--- config.mk ---
export PLATFORM = sky130hd
export DESIGN_NAME = gpio_input_irq
export DESIGN_NICKNAME = d
export VERILOG_FILES = /design/src/rtl/gpio_input_irq.sv
export SDC_FILE = /design/constraint.sdc
export NUM_CORES = 1
export LEC_CHECK = 0
export ABC_AREA = 1
export BUFFER_PORTS_ARGS = -buffer_cell sky130_fd_sc_hd__clkbuf_2
export CAP_MARGIN = 10
export CORE_ASPECT_RATIO = 0.7
export CORE_MARGIN = 2
export CORE_UTILIZATION = 40
export DETAILED_ROUTE_END_ITERATION = 8
export MAX_ROUTING_LAYER = met4
export PLACE_DENSITY_LB_ADDON = 0.2
export SYNTH_ARGS = -nofsm -noshare
export SYNTH_HDL_FRONTEND = slang
export SYNTH_SLANG_ARGS = --single-unit
--- constraint.sdc ---
create_clock -name CLK -period 2 [get_ports CLK]
set_clock_uncertainty 0.05 [all_clocks]
set_input_delay 0.1 -clock CLK [delete_from_list [all_inputs] [get_ports CLK]]
set_output_delay 0.1 -clock CLK [all_outputs]
set_load 0.01 [all_outputs]
--- src/rtl/gpio_input_irq.sv ---
// GPIO input block: two-flop synchroniser, per-pin debounce, rise/fall edge capture into a
// W1C status register, and a masked level IRQ.
module gpio_input_irq #(
    parameter int unsigned BITS            = 16,
    parameter int unsigned ADDRESS_BITS    = 8,
    parameter int unsigned CLK_FREQ        = 12000000,
    parameter int unsigned N_INPUTS        = 6,
    parameter int unsigned DEBOUNCE_CYCLES = 12000
) (
    input  logic                    CLK,
    input  logic                    RST,
    input  logic [ADDRESS_BITS-1:0] ADDRESS,
    input  logic [BITS-1:0]         DATA_IN,
    output logic [BITS-1:0]         DATA_OUT,
    input  logic                    WR,
    input  logic [N_INPUTS-1:0]     INPUT_PINS,
    output logic                    IRQ
);

    localparam int unsigned CntW = $clog2(DEBOUNCE_CYCLES) + 1;
    localparam logic [CntW-1:0] CntMax = CntW'(DEBOUNCE_CYCLES - 1);

    localparam logic [ADDRESS_BITS-1:0] AddrState  = ADDRESS_BITS'(0);
    localparam logic [ADDRESS_BITS-1:0] AddrRiseEn = ADDRESS_BITS'(1);
    localparam logic [ADDRESS_BITS-1:0] AddrFallEn = ADDRESS_BITS'(2);
    localparam logic [ADDRESS_BITS-1:0] AddrStatus = ADDRESS_BITS'(3);
    localparam logic [ADDRESS_BITS-1:0] AddrMask   = ADDRESS_BITS'(4);
    localparam logic [ADDRESS_BITS-1:0] AddrRaw    = ADDRESS_BITS'(5);

    // CLK_FREQ only documents the clock the DEBOUNCE_CYCLES value was chosen for.
    if (CLK_FREQ == 0) begin : g_clk_freq_unset
    end

    logic [N_INPUTS-1:0] sync_a_q, sync_b_q;
    logic [N_INPUTS-1:0] deb_q, deb_d;
    logic [N_INPUTS-1:0] rise_en_q, fall_en_q, mask_q;
    logic [N_INPUTS-1:0] status_q, status_d;
    logic [N_INPUTS-1:0] rise, fall;
    logic [N_INPUTS-1:0] wr_data;
    logic [CntW-1:0]     cnt_q [N_INPUTS];
    logic [CntW-1:0]     cnt_d [N_INPUTS];
    logic                wr_rise_en, wr_fall_en, wr_status, wr_mask;
    logic                unused_data_in;

    assign wr_data        = DATA_IN[N_INPUTS-1:0];
    assign unused_data_in = ^DATA_IN;

    assign wr_rise_en = WR && (ADDRESS == AddrRiseEn);
    assign wr_fall_en = WR && (ADDRESS == AddrFallEn);
    assign wr_status  = WR && (ADDRESS == AddrStatus);
    assign wr_mask    = WR && (ADDRESS == AddrMask);

    always_comb begin
        deb_d = deb_q;
        for (int i = 0; i < int'(N_INPUTS); i++) begin
            cnt_d[i] = cnt_q[i];
            if (sync_b_q[i] == deb_q[i]) begin
                cnt_d[i] = '0;
            end else if (cnt_q[i] == CntMax) begin
                deb_d[i] = sync_b_q[i];
                cnt_d[i] = '0;
            end else begin
                cnt_d[i] = cnt_q[i] + 1'b1;
            end
        end

        rise = deb_d & ~deb_q & rise_en_q;
        fall = ~deb_d & deb_q & fall_en_q;

        // Clear first, then OR in new events so a same-cycle event survives the W1C.
        status_d = status_q;
        if (wr_status) begin
            status_d = status_d & ~wr_data;
        end
        status_d = status_d | rise | fall;
    end

    always_ff @(posedge CLK) begin
        if (RST) begin
            sync_a_q  <= '0;
            sync_b_q  <= '0;
            deb_q     <= '0;
            rise_en_q <= '0;
            fall_en_q <= '0;
            status_q  <= '0;
            mask_q    <= '0;
            for (int i = 0; i < int'(N_INPUTS); i++) begin
                cnt_q[i] <= '0;
            end
        end else begin
            sync_a_q <= INPUT_PINS;
            sync_b_q <= sync_a_q;
            deb_q    <= deb_d;
            status_q <= status_d;
            for (int i = 0; i < int'(N_INPUTS); i++) begin
                cnt_q[i] <= cnt_d[i];
            end
            if (wr_rise_en) begin
                rise_en_q <= wr_data;
            end
            if (wr_fall_en) begin
                fall_en_q <= wr_data;
            end
            if (wr_mask) begin
                mask_q <= wr_data;
            end
        end
    end

    always_comb begin
        DATA_OUT = '0;
        case (ADDRESS)
            AddrState:  DATA_OUT = BITS'(deb_q);
            AddrRiseEn: DATA_OUT = BITS'(rise_en_q);
            AddrFallEn: DATA_OUT = BITS'(fall_en_q);
            AddrStatus: DATA_OUT = BITS'(status_q);
            AddrMask:   DATA_OUT = BITS'(mask_q);
            AddrRaw:    DATA_OUT = BITS'(sync_b_q);
            default:    DATA_OUT = '0;
        endcase
    end

    assign IRQ = |(status_q & mask_q);

endmodule

Yosys cells after proc, flatten, opt, wreduce, memory -nomap -nowiden
Memory sizes are Yosys's and may differ from the RTL's.
Index checks and enable logic that the tools add are counted.
Widths: inputs -> output; s select.
{"block": "op_classes", "eq_ne": 17, "mux": 35, "n_addsub": 6, "n_reduce_logical": 6, "n_bitwise": 17}
{"cell": "$mux 15", "n": 18}
{"cell": "$add 15x1->15 const B", "n": 6}
{"cell": "$eq 15x14->1 const B", "n": 6}
{"cell": "$and 6x6->6", "n": 6}
{"cell": "$pmux 6 s6", "n": 1}
{"cell": "$not 6->6", "n": 3}
{"cell": "$eq 8x2->1 const B", "n": 2}
{"cell": "$eq 8x3->1 const B", "n": 2}
{"cell": "$mux 1", "n": 15}
{"cell": "$or 6x6->6", "n": 2}
{"cell": "$eq 8x1->1 const B", "n": 1}
{"cell": "$logic_not 8->1", "n": 1}
{"cell": "$eq 1x1->1", "n": 6}
{"cell": "$mux 6", "n": 1}
{"cell": "$or 1x1->1", "n": 6}
{"cell": "$reduce_or 6->1", "n": 1}
{"cell": "$logic_and 1x1->1", "n": 4}
{"block": "word_totals", "ff_bits": 42, "memories": 1, "in_bits": 33, "ram_bits": 90, "output_inout_bits": 17, "wordCells": 89}
{"memory": "cnt_q", "words": 6, "width": 15, "rd": 6, "rd_ports_with_merged_regs": 0, "write_ports": 6, "line_no": "40", "text": "logic [CntW-1:0] cnt_q [N_INPUTS];"}

Depth between registers and ports, before layout
An unclocked memory read counts as a cell.
{"block": "logic_depth", "word_depth": 8, "ltp_mapped": 11, "ltp_nobuf": 11}

Worst setup path before layout
No wires, ideal clock.
{"block": "synth_timing", "path_kind": "flip-flop to flip-flop", "startpoint": "memory cnt_q[4][0] (netlist bit)", "endpoint": "memory cnt_q[4][7] (netlist bit)", "synth_period_minus_slack_ns": 1.390, "slack_ns": 0.610, "setup_time_ns": 0.121, "path_buffers": 1, "t_arrival_ns": 1.219, "required_time_ns": 1.829, "path_stages_with_launch": 10, "cell_sequence": "dfxtp_1 -> ha_1 -> nand2_1 -> inv_2 -> nand2_2 -> nor2_1 -> nand2_2 -> nand2_1 -> buf_4 -> nor3_2"}
{"element": "from (decl)", "line_no": "40"}

==> impl_metrics.yaml <==
clocking:
  tritoncts: "built"
  cts_made_buffers: 17
  cts_buffer_depth: 2
  clock-sinks: 132
  post_cts_resize_count: 0
  clockRootBuffer: "clkbuf_16"
  path_clk_slew_ns: 0.06
  htree_levels: 4
  clk_latency_ns: 0.42
placement:
  gp_congestion: 0.829
  dpl.hpwl_um: 10300
  place_area_um2: 6940
  dp_cells: 1189
  port_buffers: 29
worst_setup_path:
  path_class: "reg2reg"
  startpoint_type: "flip-flop"
  endpoint_kind: "flip-flop"
  cp.depth: 8
  reg2reg_to: "cnt_q[5][5]"
  cp_max_fo: 14
  cp_data_arrival_time_ns: 1.94
  r2r_cells: 8
  slowest_stage: "dfxtp_1"
  worstPathCellList: "ha_1, nand2_1, inv_1, nand2_1, nor2_1, nand2_1, nand2_2, nor3b_1"
  timing.rr.start: "cnt_q[5][0]"
  worst-path-buf-inv: 1
  slowest_delay_ns: 0.32
  cp.required_ns: 2.29
  crit_top_cell: "nand2_1"
  crit_family: "simple AND/OR/NAND/NOR gates"
  crit_start: "cnt_q[5][0]"
  reg2reg_slack_ns: 0.35
  endpoint: "cnt_q[5][5]"
power_and_ir_drop:
  p_comb_share_pct: 2.5
  power_density_nw_per_um2: 806
  seqPwrFrac_pct: 42.8
  power.share.switching_pct: 19.9
  p_clk_share_pct: 54.8
  p_sw_w: 0.00124
  ir_drop_mv: 0.458
  p_leak_nw: 2.84
  intPower_w: 0.00497
cells_and_area:
  insertedDiodeCount: 0
  layout.nets: 1034
  fin_area_um2: 7700
  fin_cells: 1232
  fin_util_pct: 47.4
  drive_gt1_share_pct: 13.8
  syn_to_final_growth_pct: 16.4
timing:
  relSlewSlack_pct: 63.9
  drv_slew: 0
  period_share_pct: 82.4
  hold_viol_final: 0
  min_period_ns: 1.65
  finalSetupViolCount: 0
  fin_tns_setup_ns: 0
  fmax_mhz: 607
  worst_pin_slew_ns: 0.539
  rsz0062_at_grt: "false"
synthesis:
  synth_area_leaders: "dfxtp_1, nand2_1, inv_1"
  synth_top_area_share_pct: 39.9
  synth_edf_count: 0
  ys_ff_latch: 132
  async_flop_share_pct: 0
  ys.warnings.count: 0
  syn_avg_cell_area_um2: 7.01
  ys_seq_area_share_pct: 39.9
  syn-cell-area_um2: 6620
  ys_types: 40
  yosysTopAreaCell: "dfxtp_1"
  ys.flop_type: "dfxtp_1"
  synth_cells: 944
global_route:
  antenna_found_initial: 0
  grt_first_pass_wirelength_um: 24400
  groute.usage.overall_pct: 17.9
  grt_pass1_vias: 5169
  gr-total-overflow: 0
  grt_max_degree: 21
drt:
  route.detailed.drc: 0
  avgRoutedWirePerCell_um: 11.5
  wirelength_um: 14200
  drt_iter0_markers: 380
  vias: 5760
  ant_nets: 0
  first_pass_iters: 6
  viasPerCell: 4.68
die:
  core_area_um2: 16200
  dieArea_um2: 17600
  start_util_pct: 40.7
  rows: 39
  num_io_pins: 50
  die_w_um: 158
  die_h_um: 112
min_path:
  hp-class: "in2reg"
status:
  status: "completed"
flow_run:
  drv_cap: 0
-- synthesized netlist by cell type, types with 2 or more instances --
cell	count
o21ai_1	7
a21oi_2	8
nand3_2	4
a31oi_1	3
nor3_1	26
o21ai_0	44
nor3_2	6
inv_1	146
nor3b_2	8
clkbuf_1	3
buf_4	12
nor2_1	143
buf_2	2
inv_2	11
or2_2	4
nand3_1	59
nor2_2	13
buf_6	5
nor2_4	8
nand2_1	159
ha_1	6
dfxtp_1	132
xor2_1	7
nor3b_1	6
nand4_1	27
nand2_2	12
o22ai_1	14
a211oi_1	3
and3_1	2
a21oi_1	54
-- worst min-delay path by stage --
stage / slack, ns / from / to / depth (start not counted)
2_1_floorplan: 0.16 / INPUT_PINS[0] / sync_a_q[0] / 2
3_3_place_gp: 0.24 / INPUT_PINS[1] / sync_a_q[1] / 3
3_5_place_dp: 0.25 / INPUT_PINS[1] / sync_a_q[1] / 3
4_1_cts: 0.03 / WR / rise_en_q[1] / 4
5_1_grt: 0.07 / WR / rise_en_q[1] / 4
6_report: 0.05 / WR / rise_en_q[1] / 4
-- logic make-up after synthesis --
logic type	Yosys count	synth area share (%)
buffers and inverters	179	11.4
adder cells (fa/ha/maj)	6	1.13
flip-flops	132	39.9
AO/OA/AOI/OAI	137	11.5
other	1	0.0566
XOR/XNOR	8	1.06
AND/OR/NAND/NOR	481	34.9
-- tightest hold or removal path: stages --
cell,delay (ns)
clkbuf_2,0.12
inv_1,0.09
nor3_1,0.05
nor2_1,0.11
-- layout make-up --
cell class                      count  area [µm²]
Clock buffer                       22         464
Clock inverter                      9         176
Fill cell                        1628        8550
Inverter                          157         589
Multi-Input combinational cell    642        3250
Sequential cell                   132        2640
Tap cell                          225         282
Timing Repair Buffer               45         295
-- sequential cells by signal, indices dropped and copies added, names as in the netlist --
name       count
rise_en_q      6
deb_q          6
fall_en_q      6
mask_q         6
cnt_q         90
status_q       6
sync_b_q       6
sync_a_q       6
-- power groups by stage --
stage                     logic (W)  clock network [W]  registers [W]
after CTS                  0.000154            0.00347        0.00265
final                      0.000152            0.00340        0.00266
after global placement     0.000133                  0        0.00271
after detailed placement   0.000134                  0        0.00271
after floorplan            0.000101                  0        0.00271
after global routing       0.000172            0.00360        0.00266
-- per-layer routing --
layer  part of all wire [%]  vias to the layer above  GRT usage (%)
met3                    3.2                       12           3.97
met5                      0                        -              -
met4                    1.0                        0           5.94
met1                     55                     2542           25.6
li1                       -                     3130              -
met2                     40                       76           24.6
-- stage by stage --
stage               setup WS, ns  hold slack (ns)  power, W
floorplan                  0.610            0.157   0.00281
finish                     0.353           0.0502   0.00621
detailed placement         0.365            0.247   0.00285
global route               0.146           0.0688   0.00643
global placement           0.383            0.244   0.00284
CTS                        0.343           0.0309   0.00628
-- cells in the final DEF (no fill, tap or decap), types with 5 or more instances in the layout --
cell,netlist,layout
nor2_2,13,13
a21oi_1,54,54
o22ai_1,14,14
nor2_1,143,143
inv_1,146,146
dfxtp_1,132,132
nand2_2,12,12
bufinv_16,0,5
dlygate4sd3_1,0,12
inv_2,11,11
nor3b_2,8,8
clkbuf_2,0,29
o21ai_0,44,44
o21ai_1,7,7
clkbuf_16,0,17
conb_1,1,10
ha_1,6,6
xor2_1,7,7
nand3_1,59,59
nor3_1,26,26
nor2_4,8,8
nor3_2,6,6
nor3b_1,6,6
nand4_1,27,27
nand2_1,159,159
a21oi_2,8,8
-- what timing repair did --
| item | 4_1_cts | 5_1_grt |
|---|---|---|
| hold buffers | 12 | 0 |
| endpoints found under the setup margin | 0 | 0 |
| hold endpoints to repair | 24 | 0 |
| setup buffers | 0 | 0 |
(Power assumes the default switching activity.)
